File: config.mk
export PLATFORM = sky130hd
export DESIGN_NAME = lc3_decode_stage_flat
export DESIGN_NICKNAME = d
export VERILOG_FILES = /design/src/rtl/lc3_decode_pkg.sv /design/src/rtl/lc3_decode_if.sv /design/src/rtl/lc3_decode_ctrl.sv /design/src/rtl/lc3_decode_stage.sv /design/src/flat_wrapper.sv
export SDC_FILE = /design/constraint.sdc
export NUM_CORES = 1
export LEC_CHECK = 0
export BUFFER_PORTS_ARGS = -buffer_cell sky130_fd_sc_hd__buf_2
export CAP_MARGIN = 10
export CORE_UTILIZATION = 35
export CTS_CLUSTER_SIZE = 14
export DETAILED_ROUTE_END_ITERATION = 7
export GPL_TIMING_DRIVEN = 0
export PLACE_DENSITY = 0.66
export SYNTH_ARGS = -nofsm -noshare
export SYNTH_HDL_FRONTEND = slang
export SYNTH_HIERARCHICAL = 1
export SYNTH_SLANG_ARGS = --single-unit
File: constraint.sdc
create_clock -name clock_i -period 1.8 [get_ports clock_i]
set_clock_uncertainty 0.2 [all_clocks]
set_input_delay 0.36 -clock clock_i [delete_from_list [all_inputs] [get_ports clock_i]]
set_output_delay 0.36 -clock clock_i [all_outputs]
set_load 0.01 [all_outputs]
File: src/rtl/lc3_decode_pkg.sv
// rtl/lc3_decode_pkg.sv - LC-3 decode stage opcodes, control encodings and field positions
package lc3_decode_pkg;

    typedef enum logic [3:0] {
        OP_BR   = 4'b0000,
        OP_ADD  = 4'b0001,
        OP_LD   = 4'b0010,
        OP_ST   = 4'b0011,
        OP_JSR  = 4'b0100,
        OP_AND  = 4'b0101,
        OP_LDR  = 4'b0110,
        OP_STR  = 4'b0111,
        OP_RTI  = 4'b1000,
        OP_NOT  = 4'b1001,
        OP_LDI  = 4'b1010,
        OP_STI  = 4'b1011,
        OP_JMP  = 4'b1100,
        OP_RSV  = 4'b1101,
        OP_LEA  = 4'b1110,
        OP_TRAP = 4'b1111
    } op_t;

    localparam logic [1:0] ALU_ADD = 2'b00;
    localparam logic [1:0] ALU_AND = 2'b01;
    localparam logic [1:0] ALU_NOT = 2'b10;

    localparam logic [1:0] PCSEL1_NONE = 2'b00;
    localparam logic [1:0] PCSEL1_OFF9 = 2'b01;
    localparam logic [1:0] PCSEL1_OFF6 = 2'b10;
    localparam logic [1:0] PCSEL1_ZERO = 2'b11;

    localparam logic [1:0] W_ALU = 2'b00;
    localparam logic [1:0] W_MEM = 2'b01;
    localparam logic [1:0] W_PC  = 2'b10;

    localparam int E_ALU_LSB    = 4;
    localparam int E_PCSEL1_LSB = 2;
    localparam int E_PCSEL2_BIT = 1;
    localparam int E_OP2_BIT    = 0;

    // Opcodes this stage does not decode into any control
    function automatic logic is_unsupported(input op_t op);
        return (op == OP_JSR) || (op == OP_RTI) || (op == OP_RSV) || (op == OP_TRAP);
    endfunction

endpackage

File: src/rtl/lc3_decode_if.sv
// rtl/lc3_decode_if.sv - fetch-to-decode inputs and decode-to-execute outputs
interface lc3_decode_if;
    logic        enable_decode_i;
    logic [15:0] dout_i;
    logic [15:0] npc_in_i;
    logic [15:0] ir_o;
    logic [15:0] npc_out_o;
    logic [5:0]  e_control_o;
    logic [1:0]  w_control_o;
    logic        mem_control_o;
    logic        valid_o;

    modport master (
        output enable_decode_i, dout_i, npc_in_i,
        input  ir_o, npc_out_o, e_control_o, w_control_o, mem_control_o, valid_o
    );

    modport slave (
        input  enable_decode_i, dout_i, npc_in_i,
        output ir_o, npc_out_o, e_control_o, w_control_o, mem_control_o, valid_o
    );
endinterface

File: src/rtl/lc3_decode_ctrl.sv
// rtl/lc3_decode_ctrl.sv - combinational opcode to execute/writeback/memory control mapping
module lc3_decode_ctrl
    import lc3_decode_pkg::*;
(
    input  op_t        op,
    input  logic       ir5,
    output logic [5:0] e_control,
    output logic [1:0] w_control,
    output logic       mem_control
);

    logic [1:0] alu;
    logic [1:0] pcsel1;
    logic       pcsel2;
    logic       op2sel;

    always_comb begin
        alu         = ALU_ADD;
        pcsel1      = PCSEL1_NONE;
        pcsel2      = 1'b0;
        op2sel      = 1'b0;
        w_control   = W_ALU;
        mem_control = 1'b0;
        case (op)
            OP_ADD: begin alu = ALU_ADD; op2sel = ~ir5; end
            OP_AND: begin alu = ALU_AND; op2sel = ~ir5; end
            OP_NOT: begin alu = ALU_NOT; op2sel = 1'b1; end
            OP_BR:  begin pcsel1 = PCSEL1_OFF9; pcsel2 = 1'b1; end
            OP_JMP: begin pcsel1 = PCSEL1_ZERO; pcsel2 = 1'b0; end
            OP_LD:  begin pcsel1 = PCSEL1_OFF9; pcsel2 = 1'b1; w_control = W_MEM; end
            OP_ST:  begin pcsel1 = PCSEL1_OFF9; pcsel2 = 1'b1; end
            OP_LDI: begin pcsel1 = PCSEL1_OFF9; pcsel2 = 1'b1; w_control = W_MEM; mem_control = 1'b1; end
            OP_STI: begin pcsel1 = PCSEL1_OFF9; pcsel2 = 1'b1; mem_control = 1'b1; end
            OP_LDR: begin pcsel1 = PCSEL1_OFF6; w_control = W_MEM; end
            OP_STR: begin pcsel1 = PCSEL1_OFF6; end
            OP_LEA: begin pcsel1 = PCSEL1_OFF9; pcsel2 = 1'b1; w_control = W_PC; end
            default: ;
        endcase
    end

    always_comb begin
        e_control                                   = '0;
        e_control[E_ALU_LSB+1:E_ALU_LSB]           = alu;
        e_control[E_PCSEL1_LSB+1:E_PCSEL1_LSB]     = pcsel1;
        e_control[E_PCSEL2_BIT]                     = pcsel2;
        e_control[E_OP2_BIT]                        = op2sel;
    end

endmodule

File: src/rtl/lc3_decode_stage.sv
// rtl/lc3_decode_stage.sv - registered LC-3 decode stage; LC3_DECODE_ILLEGAL_EN adds illegal-opcode flag and counter
module lc3_decode_stage
    import lc3_decode_pkg::*;
(
    input  logic          clock_i,
    input  logic          reset_i,
`ifdef LC3_DECODE_ILLEGAL_EN
    output logic          illegal_o,
    output logic [7:0]    illegal_cnt_o,
`endif
    lc3_decode_if.slave   dec
);

    op_t        op;
    logic [5:0] e_dec;
    logic [1:0] w_dec;
    logic       mem_dec;

    assign op = op_t'(dec.dout_i[15:12]);

    lc3_decode_ctrl u_ctrl (
        .op          (op),
        .ir5         (dec.dout_i[5]),
        .e_control   (e_dec),
        .w_control   (w_dec),
        .mem_control (mem_dec)
    );

    logic [15:0] ir_q, ir_d;
    logic [15:0] npc_q, npc_d;
    logic [5:0]  e_q, e_d;
    logic [1:0]  w_q, w_d;
    logic        mem_q, mem_d;
    logic        valid_q, valid_d;

    // Disabled cycles hold every captured field; only valid drops
    always_comb begin
        ir_d    = ir_q;
        npc_d   = npc_q;
        e_d     = e_q;
        w_d     = w_q;
        mem_d   = mem_q;
        valid_d = dec.enable_decode_i;
        if (dec.enable_decode_i) begin
            ir_d  = dec.dout_i;
            npc_d = dec.npc_in_i;
            e_d   = e_dec;
            w_d   = w_dec;
            mem_d = mem_dec;
        end
    end

    always_ff @(posedge clock_i or posedge reset_i) begin
        if (reset_i) begin
            ir_q    <= '0;
            npc_q   <= '0;
            e_q     <= '0;
            w_q     <= '0;
            mem_q   <= 1'b0;
            valid_q <= 1'b0;
        end else begin
            ir_q    <= ir_d;
            npc_q   <= npc_d;
            e_q     <= e_d;
            w_q     <= w_d;
            mem_q   <= mem_d;
            valid_q <= valid_d;
        end
    end

    assign dec.ir_o          = ir_q;
    assign dec.npc_out_o     = npc_q;
    assign dec.e_control_o   = e_q;
    assign dec.w_control_o   = w_q;
    assign dec.mem_control_o = mem_q;
    assign dec.valid_o       = valid_q;

`ifdef LC3_DECODE_ILLEGAL_EN
    logic       illegal_q, illegal_d;
    logic [7:0] cnt_q, cnt_d;

    always_comb begin
        illegal_d = dec.enable_decode_i && is_unsupported(op);
        cnt_d     = cnt_q;
        if (illegal_d && (cnt_q != 8'hFF)) begin
            cnt_d = cnt_q + 8'd1;
        end
    end

    always_ff @(posedge clock_i or posedge reset_i) begin
        if (reset_i) begin
            illegal_q <= 1'b0;
            cnt_q     <= '0;
        end else begin
            illegal_q <= illegal_d;
            cnt_q     <= cnt_d;
        end
    end

    assign illegal_o     = illegal_q;
    assign illegal_cnt_o = cnt_q;
`endif

endmodule

File: src/flat_wrapper.sv
// flat-port wrapper written by rule: the top's interface ports become plain ports
module lc3_decode_stage_flat import lc3_decode_pkg::*;
  (clock_i, reset_i, dec_enable_decode_i, dec_dout_i, dec_npc_in_i, dec_ir_o, dec_npc_out_o, dec_e_control_o, dec_w_control_o, dec_mem_control_o, dec_valid_o);
  lc3_decode_if dec_i ();
  input  logic clock_i;
  input  logic reset_i;
  input wire logic [$bits(dec_i.enable_decode_i)-1:0] dec_enable_decode_i;
  input wire logic [$bits(dec_i.dout_i)-1:0] dec_dout_i;
  input wire logic [$bits(dec_i.npc_in_i)-1:0] dec_npc_in_i;
  output wire logic [$bits(dec_i.ir_o)-1:0] dec_ir_o;
  output wire logic [$bits(dec_i.npc_out_o)-1:0] dec_npc_out_o;
  output wire logic [$bits(dec_i.e_control_o)-1:0] dec_e_control_o;
  output wire logic [$bits(dec_i.w_control_o)-1:0] dec_w_control_o;
  output wire logic [$bits(dec_i.mem_control_o)-1:0] dec_mem_control_o;
  output wire logic [$bits(dec_i.valid_o)-1:0] dec_valid_o;
  assign dec_i.enable_decode_i = dec_enable_decode_i;
  assign dec_i.dout_i = dec_dout_i;
  assign dec_i.npc_in_i = dec_npc_in_i;
  assign dec_ir_o = dec_i.ir_o;
  assign dec_npc_out_o = dec_i.npc_out_o;
  assign dec_e_control_o = dec_i.e_control_o;
  assign dec_w_control_o = dec_i.w_control_o;
  assign dec_mem_control_o = dec_i.mem_control_o;
  assign dec_valid_o = dec_i.valid_o;
  lc3_decode_stage u_core (.clock_i(clock_i), .reset_i(reset_i), .dec(dec_i));
endmodule
Yosys cells after proc, flatten, opt, wreduce, memory -nomap -nowiden --
Index checks and enable logic that the tools add are counted.
Storage, ports and cells: register bits after elaboration 42, input bits 35
Cells by class: multiplexer cells 6, bitwise logic cells 1, reduce and logical (&&, ||, !) cells 6, equal/unequal tests 11
Operator list (number):
- == test 4 bit, second input constant | 5
- == test 4 x 3 -> 1 bit, second input constant | 3
- == test 4 x 2 -> 1 bit, second input constant | 2
- case mux 2 bit (2 select lines) | 2
- case mux 2 bit (3 select lines) | 1
- OR reduction 2 bit | 3
- OR reduction 6 bit | 1
- == test 4 x 1 -> 1 bit, second input constant | 1
- zero test 4 bit | 1
- OR reduction 3 bit | 1
- two-way mux 1 bit | 2
- case mux 1 bit (2 select lines) | 1
- NOT 1 bit | 1

Depth between registers and ports, before layout --
depth in word-level cells 3, gate-level depth with buffers 5

Hierarchy --
The synthesis kept the hierarchy.
Modules (own cells, without submodules):
- lc3_decode_stage | area an instance 1757.9 um2, instances 1, cells an instance 89
- lc3_decode_ctrl | area an instance 146.4 um2, instances 1, cells an instance 20

Least setup slack after synthesis --
OpenSTA, ideal clock, no wires.
kind input to register, from in dec_dout_i[14], to reg u_core.e_q[0] (netlist: u_core/dec.e_control_o[0]), data arrival time 1110 ps, stages on the path 5, required time 1475 ps, setup time 125 ps, buffers on the path 2, path slack 365 ps, cells stage by stage clkbuf_2 -> nand2_1 -> nor3b_2 -> buf_4 -> mux2_4
On the way: longest elaborated chain between the ends 3, elaborated cells on any way between the ends 5
Ends and longest elaborated chain:
- start, declared | line flat_wrapper.sv:8 | input wire logic [$bits(dec_i.dout_i)-1:0] dec_dout_i;
- == test 4 x 3 -> 1 bit / == test 4 x 1 -> 1 bit (equally long branches) | line lc3_decode_ctrl.sv:24 | case (op)
- OR reduction 2 bit (no source line)
- case mux 1 bit (2 select lines) (*) | line lc3_decode_ctrl.sv:24
- via u_core.u_ctrl.op2sel | line lc3_decode_ctrl.sv:15 | logic op2sel;
- end signal, assigned | line lc3_decode_stage.sv:57 | e_q <= '0;
- end signal, assigned | line lc3_decode_stage.sv:64 | e_q <= e_d;
- end, declared | line lc3_decode_stage.sv:31 | logic [5:0] e_q, e_d;
The timed path passes the listed nets; every way through them passes the cells marked *. A chain may end at the register's enable or synchronous reset.

Worst setup path after layout --
from in dec_enable_decode_i, to reg u_core.npc_q[2] (netlist: u_core/dec.npc_out_o[2])
RTL lines:
- start, declared | line flat_wrapper.sv:7 | input wire logic [$bits(dec_i.enable_decode_i)-1:0] dec_enable_decode_i;
- end signal, assigned | line lc3_decode_stage.sv:63 | npc_q <= npc_d;
- end, declared | line lc3_decode_stage.sv:30 | logic [15:0] npc_q, npc_d;
No word-level cell between the ends.

==> metrics.txt <==
status finished clean; Gate Count Post-Synth 109; Area Growth Syn to Fin 32.4%; P per Cell Area about 880 nW/um^2; Post-Synth Adder-Cell Area 0%; met1 WL 1660 um; leak pwr between 1 and 1.5 nW; sequential fraction of the synthesis area 55.2%; Synth Register Bits 42; Final ANT Viol Nets 0; post-route insts no fill roughly 270; CTS tree done; Mapped Area ~1900 um^2; fmax 613 MHz; GP Congestion approximately 0.68; CTS Hold Bufs 2; CTS max path bufs 2; initial antenna violation count 0; placed cell count between 200 and 300; H-tree Lvls 2; simple-gate share of the synthesized area between 4 and 5%; Starting Density around 37%; Slew @ Worst Pin between 0.2 and 0.25 ns; max-cap violations 0; Crit Path Max Fanout 10; Synth Net Count about 140; multiplexer area fraction after synthesis approximately 32%; Worst-path clk slew about 0.080 ns; crit start category input pin; Total Routed Length ~3400 um; RSZ-0062 raised after global routing false; NumNets Final 230; CTS buffer count 5; first-pass GRT wire length roughly 5500 um; largest net degree at the start of global routing 42; met2 wire length 1530 um; Setup CP Type in -> reg; setup violators final 0; Skew-Pair Late Insertion Delay roughly 0.28 ns; share of cells above drive strength 1 between 70% and 80%; clock sink count 42; CP Capture Type register; CTS resizes 0; routed vias ~1200; compound-cell area share of the yosys netlist roughly 1.8%; Critical Path RT 1.77 ns; Ys Warns 6; Mean Syn Cell Area between 15 and 20 um^2; Cell variety after synth 19; Worst EP arrival between 1.5 and 2 ns; vias in the first global route ~1200; met3 wire length about 220 um; Min Hold Slack 0.0960 ns; largest family of logic cells by synthesized area multiplexers; Top-Level Pins 77; normalized max-slew margin around 85%; core area ~5200 um^2; die width approximately 76 um; dpl hpwl 2470 um; Slew Viols, Final 0; gr usage total 13.2%; Residual DRC 0; clock tree root buffer cell clkbuf_8; chip height ~76 um; drt pass-1 iters 3; I/O Buffers between 70 and 80; Overflow after GRT 0; Rows 26; routed wire length per instance 12.9 um; Die Area roughly 5700 um^2; 1st-iter DRT viols 40; Final Hold Viols 0; Hold Path Class in -> reg; highest metal used met4; antenna diode count 0; fin crit period ~1.6 ns; Period Utilization, post-route around nine tenths; VDD IR max roughly 340 uV; xor/xnor share of the synthesized area 0%; TNS Setup 0 ns; vias per cell roughly 4.4; Post-CTS Setup Repair Bufs 0
[registers in the layout, indices dropped and copies added (netlist names)]
| signal | flops |
|---|---|
| u_core/dec.w_control_o | 2 |
| u_core/dec.valid_o | 1 |
| u_core/dec.e_control_o | 6 |
| u_core/dec.ir_o | 16 |
| u_core/dec.npc_out_o | 16 |
| u_core/dec.mem_control_o | 1 |
[stage by stage]
stage,util (%),total power [W],cell area [um^2],setup slack [ns]
3_3_place_gp,45.9,0.00152,2370,-0.361
5_1_grt,48.7,0.00235,2520,0.155
2_1_floorplan,-,0.00136,1900,0.266
6_report,48.7,0.00222,2520,0.169
4_1_cts,48.7,0.00227,2520,0.181
3_5_place_dp,46.3,0.00153,2390,0.197
[worst paths after layout]
kind                                           start  cells after the start  slack, ns                        end
setup / recovery                 dec_enable_decode_i                      5       0.17    u_core/dec.npc_out_o[2]
hold / removal                         dec_dout_i[9]                      2        0.1         u_core/dec.ir_o[9]
setup reg to reg           u_core/dec.e_control_o[4]                      1       0.81  u_core/dec.e_control_o[4]
hold reg to reg              u_core/dec.npc_out_o[7]                      1       0.30    u_core/dec.npc_out_o[7]
max in group asynchronous                    reset_i                      4       0.74        u_core/dec.ir_o[11]
min in group asynchronous                    reset_i                      3       0.27    u_core/dec.npc_out_o[7]
[cells in the final DEF, fill, tap and decap left out]
master,Yosys,layout
inv_2,0,1
clkbuf_2,1,1
nor2_1,1,1
mux2_2,1,1
nor3b_1,1,1
o22ai_1,2,2
nand2_1,1,1
buf_4,2,2
nor2b_1,2,2
nor3_2,1,1
bufinv_16,0,1
buf_2,0,76
clkinv_2,0,2
nand2b_1,2,2
a21oi_1,1,1
buf_6,1,1
dfrtp_1,42,42
o21ba_1,1,1
buf_12,4,5
nor3b_2,3,3
mux2_4,40,40
dlygate4sd3_1,0,2
inv_1,2,1
clkbuf_8,0,5
o21a_1,1,1
[worst max-delay path: stages]
cell,delay (ns)
dlygate4sd3_1,0.53
buf_2,0.13
buf_6,0.14
buf_12,0.15
mux2_4,0.29
[cell type report]
type / count / area, um^2
Inverter: 2 / 7.51
Sequential cell: 42 / 1050
Buffer: 8 / 111
Fill cell: 444 / 2650
Tap cell: 70 / 87.6
Timing Repair Buffer: 79 / 420
Multi-Input combinational cell: 57 / 734
Clock inverter: 3 / 40.0
Clock buffer: 5 / 68.8
[Yosys cell counts]
master | n | area [um^2]
dfrtp_1 | 42 | 1050
mux2_4 | 40 | 601
buf_12 | 4 | 80.1
nor3b_2 | 3 | 37.5
buf_4 | 2 | 15.0
inv_1 | 2 | 7.51
nand2b_1 | 2 | 12.5
nor2b_1 | 2 | 12.5
o22ai_1 | 2 | 12.5
a21oi_1 | 1 | 5.00
buf_6 | 1 | 11.3
clkbuf_2 | 1 | 5.00
mux2_2 | 1 | 11.3
nand2_1 | 1 | 3.75
nor2_1 | 1 | 3.75
nor3_2 | 1 | 10.0
nor3b_1 | 1 | 7.51
o21a_1 | 1 | 7.51
o21ba_1 | 1 | 10.0
[layer usage]
metal	global-route usage, %	vias up
met3	3.44	2
li1	-	549
met1	17.5	569
met2	19.6	52
met4	7.41	0
met5	0	-
[logic make-up after synthesis]
family	count (synthesis)
flops	42
mux	41
compound gates	5
buf+inv	10
simple gates	11
[where the power goes]
group | internal [W] | switching [W] | leakage, nW
Clock | 0.000408 | 0.000309 | 0.0579
Sequential | 0.00103 | 0.0000474 | 0.505
Combinational | 0.000253 | 0.000174 | 0.765
Total | 0.00169 | 0.000530 | 1.33
Power figures use the tool's default switching activity.
